File: config.mk
export PLATFORM = sky130hd
export DESIGN_NAME = cv_tilemap_scan_flat
export DESIGN_NICKNAME = d
export VERILOG_FILES = /design/src/rtl/cv_tilemap_scan_if.sv /design/src/rtl/cv_tilemap_scan.sv /design/src/flat_wrapper.sv
export SDC_FILE = /design/constraint.sdc
export NUM_CORES = 1
export LEC_CHECK = 0
export CAP_MARGIN = 20
export CORE_AREA = 3 3 105 107
export DETAILED_ROUTE_END_ITERATION = 10
export DIE_AREA = 0 0 108 110
export PLACE_DENSITY = 0.63
export SLEW_MARGIN = 20
export SYNTH_ARGS = -nofsm -noshare
export SYNTH_HDL_FRONTEND = slang
export SYNTH_SLANG_ARGS = --single-unit
File: constraint.sdc
create_clock -name clk -period 3.45 [get_ports clk]
set_input_delay 0.69 -clock clk [delete_from_list [all_inputs] [get_ports clk]]
set_output_delay 0.69 -clock clk [all_outputs]
set_load 0.02 [all_outputs]
File: src/rtl/cv_tilemap_scan_if.sv
// Tile RAM read port (port1) as seen by the scan-out stage.
// The scanner drives the address side; the RAM returns registered read data.
interface cv_tilemap_scan_if #(
    parameter int A_WIDTH = 10
);
    logic [A_WIDTH-1:0] ram_addr;
    logic               ram_en;
    logic [1:0]         ram_we;
    logic [9:0]         ram_wrdata;
    logic [9:0]         ram_rddata;

    modport master (
        output ram_addr, ram_en, ram_we, ram_wrdata,
        input  ram_rddata
    );

    modport slave (
        input  ram_addr, ram_en, ram_we, ram_wrdata,
        output ram_rddata
    );
endinterface

File: src/rtl/cv_tilemap_scan.sv
// Tile-map scan-out: raster counters, frame-latched scroll, tile RAM addressing
// and a two-stage pipeline that hides the RAM's registered read latency.
module cv_tilemap_scan #(
    parameter int A_WIDTH      = 10,
    parameter int H_ACTIVE     = 256,
    parameter int H_TOTAL      = 320,
    parameter int H_SYNC_START = 272,
    parameter int H_SYNC_LEN   = 24,
    parameter int V_ACTIVE     = 224,
    parameter int V_TOTAL      = 262,
    parameter int V_SYNC_START = 234,
    parameter int V_SYNC_LEN   = 3
) (
    input  logic                    clk,
    input  logic                    rst,
    input  logic                    pix_ce,
    input  logic [7:0]              scroll_x,
    input  logic [7:0]              scroll_y,
    cv_tilemap_scan_if.master       ram,
    output logic [9:0]              tile_code,
    output logic [2:0]              tile_px,
    output logic [2:0]              tile_py,
    output logic                    de,
    output logic                    hsync,
    output logic                    vsync,
    output logic                    frame_start
);
    localparam int HW = $clog2(H_TOTAL);
    localparam int VW = $clog2(V_TOTAL);

    logic [HW-1:0] hcount;
    logic [VW-1:0] vcount;
    logic [7:0]    sx, sy;
    logic [31:0]   h_w, v_w;
    logic          h_last, v_last;
    logic          active, hs, vs, first;
    logic [7:0]    x_pos, y_pos;
    logic [9:0]    addr_full;

    logic          s1_active, s1_hs, s1_vs, s1_first;
    logic [2:0]    s1_px, s1_py;

    assign h_w    = 32'(hcount);
    assign v_w    = 32'(vcount);
    assign h_last = (h_w == 32'(H_TOTAL - 1));
    assign v_last = (v_w == 32'(V_TOTAL - 1));

    always_ff @(posedge clk or posedge rst) begin
        if (rst) begin
            hcount <= '0;
            vcount <= '0;
        end else if (pix_ce) begin
            if (h_last) begin
                hcount <= '0;
                if (v_last) vcount <= '0;
                else        vcount <= vcount + VW'(1);
            end else begin
                hcount <= hcount + HW'(1);
            end
        end
    end

    // Scroll only changes across the frame boundary so a frame never tears.
    always_ff @(posedge clk or posedge rst) begin
        if (rst) begin
            sx <= '0;
            sy <= '0;
        end else if (pix_ce && h_last && v_last) begin
            sx <= scroll_x;
            sy <= scroll_y;
        end
    end

    assign active = (h_w < 32'(H_ACTIVE)) && (v_w < 32'(V_ACTIVE));
    assign hs     = (h_w >= 32'(H_SYNC_START)) && (h_w < 32'(H_SYNC_START + H_SYNC_LEN));
    assign vs     = (v_w >= 32'(V_SYNC_START)) && (v_w < 32'(V_SYNC_START + V_SYNC_LEN));
    assign first  = (hcount == '0) && (vcount == '0);

    assign x_pos     = 8'(hcount) + sx;
    assign y_pos     = 8'(vcount) + sy;
    assign addr_full = {y_pos[7:3], x_pos[7:3]};

    assign ram.ram_addr   = A_WIDTH'(addr_full);
    assign ram.ram_en     = pix_ce & active & ~rst;
    assign ram.ram_we     = '0;
    assign ram.ram_wrdata = '0;

    // Stage 1 travels alongside the RAM read; stage 2 meets the returned data.
    always_ff @(posedge clk or posedge rst) begin
        if (rst) begin
            s1_active   <= 1'b0;
            s1_hs       <= 1'b0;
            s1_vs       <= 1'b0;
            s1_first    <= 1'b0;
            s1_px       <= '0;
            s1_py       <= '0;
            tile_code   <= '0;
            tile_px     <= '0;
            tile_py     <= '0;
            de          <= 1'b0;
            hsync       <= 1'b0;
            vsync       <= 1'b0;
            frame_start <= 1'b0;
        end else begin
            frame_start <= pix_ce & s1_first;
            if (pix_ce) begin
                s1_active <= active;
                s1_hs     <= hs;
                s1_vs     <= vs;
                s1_first  <= first;
                s1_px     <= x_pos[2:0];
                s1_py     <= y_pos[2:0];
                tile_code <= s1_active ? ram.ram_rddata : '0;
                tile_px   <= s1_px;
                tile_py   <= s1_py;
                de        <= s1_active;
                hsync     <= s1_hs;
                vsync     <= s1_vs;
            end
        end
    end
endmodule

File: src/flat_wrapper.sv
// flat-port wrapper written by rule: the top's interface ports become plain ports
module cv_tilemap_scan_flat 
#(
    parameter int A_WIDTH      = 10,
    parameter int H_ACTIVE     = 256,
    parameter int H_TOTAL      = 320,
    parameter int H_SYNC_START = 272,
    parameter int H_SYNC_LEN   = 24,
    parameter int V_ACTIVE     = 224,
    parameter int V_TOTAL      = 262,
    parameter int V_SYNC_START = 234,
    parameter int V_SYNC_LEN   = 3
)
  (clk, rst, pix_ce, scroll_x, scroll_y, tile_code, tile_px, tile_py, de, hsync, vsync, frame_start, ram_ram_addr, ram_ram_en, ram_ram_we, ram_ram_wrdata, ram_ram_rddata);
  cv_tilemap_scan_if #(.A_WIDTH(A_WIDTH)) ram_i ();
  input  logic clk;
  input  logic rst;
  input  logic pix_ce;
  input  logic [7:0] scroll_x;
  input  logic [7:0] scroll_y;
  output logic [9:0] tile_code;
  output logic [2:0] tile_px;
  output logic [2:0] tile_py;
  output logic de;
  output logic hsync;
  output logic vsync;
  output logic frame_start;
  output wire logic [$bits(ram_i.ram_addr)-1:0] ram_ram_addr;
  output wire logic [$bits(ram_i.ram_en)-1:0] ram_ram_en;
  output wire logic [$bits(ram_i.ram_we)-1:0] ram_ram_we;
  output wire logic [$bits(ram_i.ram_wrdata)-1:0] ram_ram_wrdata;
  input wire logic [$bits(ram_i.ram_rddata)-1:0] ram_ram_rddata;
  assign ram_ram_addr = ram_i.ram_addr;
  assign ram_ram_en = ram_i.ram_en;
  assign ram_ram_we = ram_i.ram_we;
  assign ram_ram_wrdata = ram_i.ram_wrdata;
  assign ram_i.ram_rddata = ram_ram_rddata;
  cv_tilemap_scan #(.A_WIDTH(A_WIDTH), .H_ACTIVE(H_ACTIVE), .H_TOTAL(H_TOTAL), .H_SYNC_START(H_SYNC_START), .H_SYNC_LEN(H_SYNC_LEN), .V_ACTIVE(V_ACTIVE), .V_TOTAL(V_TOTAL), .V_SYNC_START(V_SYNC_START), .V_SYNC_LEN(V_SYNC_LEN)) u_core (.clk(clk), .rst(rst), .pix_ce(pix_ce), .scroll_x(scroll_x), .scroll_y(scroll_y), .ram(ram_i), .tile_code(tile_code), .tile_px(tile_px), .tile_py(tile_py), .de(de), .hsync(hsync), .vsync(vsync), .frame_start(frame_start));
endmodule
==> flow_metrics.env <==
export IMPL_worstPathCellList="ha_1 -> inv_1 -> fa_1 -> nor2b_1 -> o21a_1 -> o2111ai_1 -> o211ai_1 -> clkdlybuf4s50_1"
export IMPL_die_w_um=108
export IMPL_fin_skew_ns=0.0118
export IMPL_total_power_mw=2.02
export IMPL_syn_inst=337
export IMPL_h_tree_depth=3
export IMPL_hpwl_mm=5.14
export IMPL_path_clk_slew_ns=0.08
export IMPL_numPortBuffers=59
export IMPL_cts_tree="done"
export IMPL_grt_pass1_vias=2550
export IMPL_rows=37
export IMPL_cts_setup_buffers=0
export IMPL_yosys_warnings=0
export IMPL_final_cell_mix="64 x dfrtp_1, 58 x clkdlybuf4s50_1, 29 x mux2_2, 25 x inv_1"
export IMPL_critPathRequiredTime_ns=2.76
export IMPL_slew_viol_final=0
export IMPL_ys_ff_latch=64
export IMPL_viasPerCell=4.78
export IMPL_final_common_cell="dfrtp_1"
export IMPL_slew_headroom=0.651
export IMPL_crit_fanout=7
export IMPL_ctsLongestPathBuffers=2
export IMPL_crit_arrival_ns=2.58
export IMPL_drtIter0Drc=109
export IMPL_power_density_nw_per_um2=461
export IMPL_worstSetupEndpointType="output pin"
export IMPL_overflow=0
export IMPL_final_nets=445
export IMPL_io_pins=72
export IMPL_period_share=0.949
export IMPL_ir_drop_v=0.000204
export IMPL_cts_sinks=64
export IMPL_core_area_um2=10200
export IMPL_cpPeakStageDelay_ns=0.63
export IMPL_place_worst_setup_slack_ns=0.449
export IMPL_drcViolationCount=0
export IMPL_ys_seq_area_frac=0.457
export IMPL_ys_flop_type="dfrtp_1"
export IMPL_critPathKind="reg2out"
export IMPL_root_buffer="clkbuf_8"
export IMPL_grt_first_pass_wirelength_mm=11.8
export IMPL_slowest_stage="clkdlybuf4s50_1"
export IMPL_ys_types=44
export IMPL_hold_viol_final=0
export IMPL_async_flop_share=1.00
export IMPL_drive_gt1_frac=0.143
export IMPL_worst_slack_ns=0.177
export IMPL_syn_to_final_growth_pct=24.9
export IMPL_antenna_found_initial=0
export IMPL_hold_path_class="reg2reg"
export IMPL_post_route_min_period_ns=3.27
export IMPL_start_util=0.343
export IMPL_insertion_delay_ns=0.34
export IMPL_totalNegativeSetupSlack_ns=0
export IMPL_report_final_setup_viol=0
export IMPL_wl_mm=7.13
export IMPL_numCtsBuffers=9
export IMPL_first_pass_iters=4
export IMPL_tightest_slew_ns=0.522
export IMPL_antenna_cells=0
export IMPL_vias=2559
export IMPL_syn_avg_cell_area_um2=10.4
export IMPL_dieHeight_um=110
export IMPL_multi_input_area_um2=1660
export IMPL_wl_per_cell_um=13.3
export IMPL_antenna_left=0
export IMPL_critPathLaunchType="flop"
export IMPL_synth_edf_count=0
export IMPL_dieArea_um2=11900
export IMPL_gp_congestion=0.769
export IMPL_grt_max_degree=65
export IMPL_grt_usage=0.125
export IMPL_p_leak_nw=1.99
export IMPL_drv_cap=0
export IMPL_register_area_um2=1600
export IMPL_run_status="finished, final reports clean"
export IMPL_synth_area_um2=3510
export IMPL_fillers=988
export IMPL_max_freq_ghz=0.306
final cells by class:
type                            count  share of cell area
Tap cell                          136              0.0388
Clock buffer                       11              0.0323
Clock inverter                      5              0.0129
Inverter                           26              0.0223
Sequential cell                    64               0.366
Multi-Input combinational cell    227               0.378
Timing Repair Buffer               66               0.150
worst paths after layout:
path	from	to	slack (ns)	cells past startpoint
hold / removal	u_core.s1_first$_DFFE_PP0P_	u_core.frame_start$_DFF_PP0_	0.50	1
hold reg to reg	u_core.s1_first$_DFFE_PP0P_	u_core.frame_start$_DFF_PP0_	0.50	1
setup / recovery	u_core.vcount[0]$_DFFE_PP0P_	ram_ram_addr[8]	0.18	8
min in group asynchronous	rst	u_core.tile_code[0]$_DFFE_PP0P_	0.78	3
setup reg to reg	u_core.vcount[4]$_DFFE_PP0P_	u_core.sy[0]$_DFFE_PP0P_	1.05	5
max in group asynchronous	rst	u_core.hcount[5]$_DFFE_PP0P_	2.36	3
per-stage QoR:
step	hold slack, ns	instances	area, um2	utilization
3_3_place_gp	0.456	519	4170	0.408
6_report	0.497	535	4380	0.428
3_5_place_dp	0.469	519	4170	0.408
5_1_grt	0.512	535	4380	0.428
2_1_floorplan	0.445	348	3550	-
4_1_cts	0.493	535	4370	0.427
state kept, by name, summed over array words and instances, names as in the netlist:
name	flops
u_core.tile_py	3
u_core.s1_vs	1
u_core.s1_first	1
u_core.tile_px	3
u_core.s1_px	3
u_core.s1_hs	1
u_core.vcount	9
u_core.tile_code	10
u_core.vsync	1
u_core.hcount	9
u_core.sy	8
u_core.s1_active	1
u_core.sx	8
u_core.frame_start	1
u_core.de	1
u_core.hsync	1
u_core.s1_py	3
critical path, delay by kind of cell (launching register included):
family / cells / cell delay [ns]
compound gates: 3 / 0.38
fa+ha+maj: 2 / 0.60
buf+inv: 2 / 0.69
flops: 1 / 0.44
simple gates: 1 / 0.14
cells in the mapped netlist, types with 2 or more instances:
cell type  instances  area (um2)
nor2b_1            4        25.0
xnor2_1           14         123
fa_1               2        40.0
mux2_2            29         327
buf_2              2        10.0
dfrtp_1           64        1600
a22o_1             2        17.5
or3_1              2        12.5
buf_4             22         165
nor3_1             6        30.0
o41ai_1            2        17.5
nand3_1           14        70.1
inv_1             26        97.6
nand4_1            4        25.0
o2111ai_1          2        17.5
nand2_1           22        82.6
nor4_1             4        25.0
a21o_1             2        15.0
o21a_1             4        30.0
and3_1             3        18.8
nor3b_1            4        30.0
a21oi_1            8        40.0
nor2_1            16        60.1
o21ai_0           22         110
xor2_1             6        52.6
nand2b_1           3        18.8
clkbuf_1           7        26.3
and2_1             3        18.8
o211ai_1           3        22.5
ha_1              20         250
o31ai_1            2        15.0
layer usage:
| metal | share of wire | vias to the layer above | GRT usage |
|---|---|---|---|
| li1 | - | 1256 | - |
| met1 | 0.48 | 1218 | 0.164 |
| met2 | 0.45 | 76 | 0.205 |
| met3 | 0.059 | 9 | 0.0250 |
| met4 | 0.011 | 0 | 0.0433 |
| met5 | 0 | - | 0 |
power by group:
| part | switching (mW) | internal, mW |
|---|---|---|
| clock network | 0.297 | 0.352 |
| logic | 0.247 | 0.234 |
| registers | 0.0704 | 0.818 |
| total | 0.614 | 1.40 |
cells by family (layout without fill, tap and decap cells):
logic type / Yosys count / after routing / share of synthesized area
and+or+nand+nor: 92 / 92 / 0.138
other: 1 / 12 / 0.00107
adders and majority gates: 22 / 22 / 0.0828
xor gates and xnor gates: 20 / 20 / 0.0499
AOI/OAI and AO/OA: 52 / 52 / 0.0935
buffers and inverters: 57 / 108 / 0.0853
muxes: 29 / 29 / 0.0931
DFF: 64 / 64 / 0.457
timing repair:
| action | 4_1_cts | 5_1_grt |
|---|---|---|
| hold buffers | 0 | 0 |
| gates resized for setup | 0 | 2 |
| setup endpoints to repair | 0 | 2 |
(Power assumes the default switching activity.)
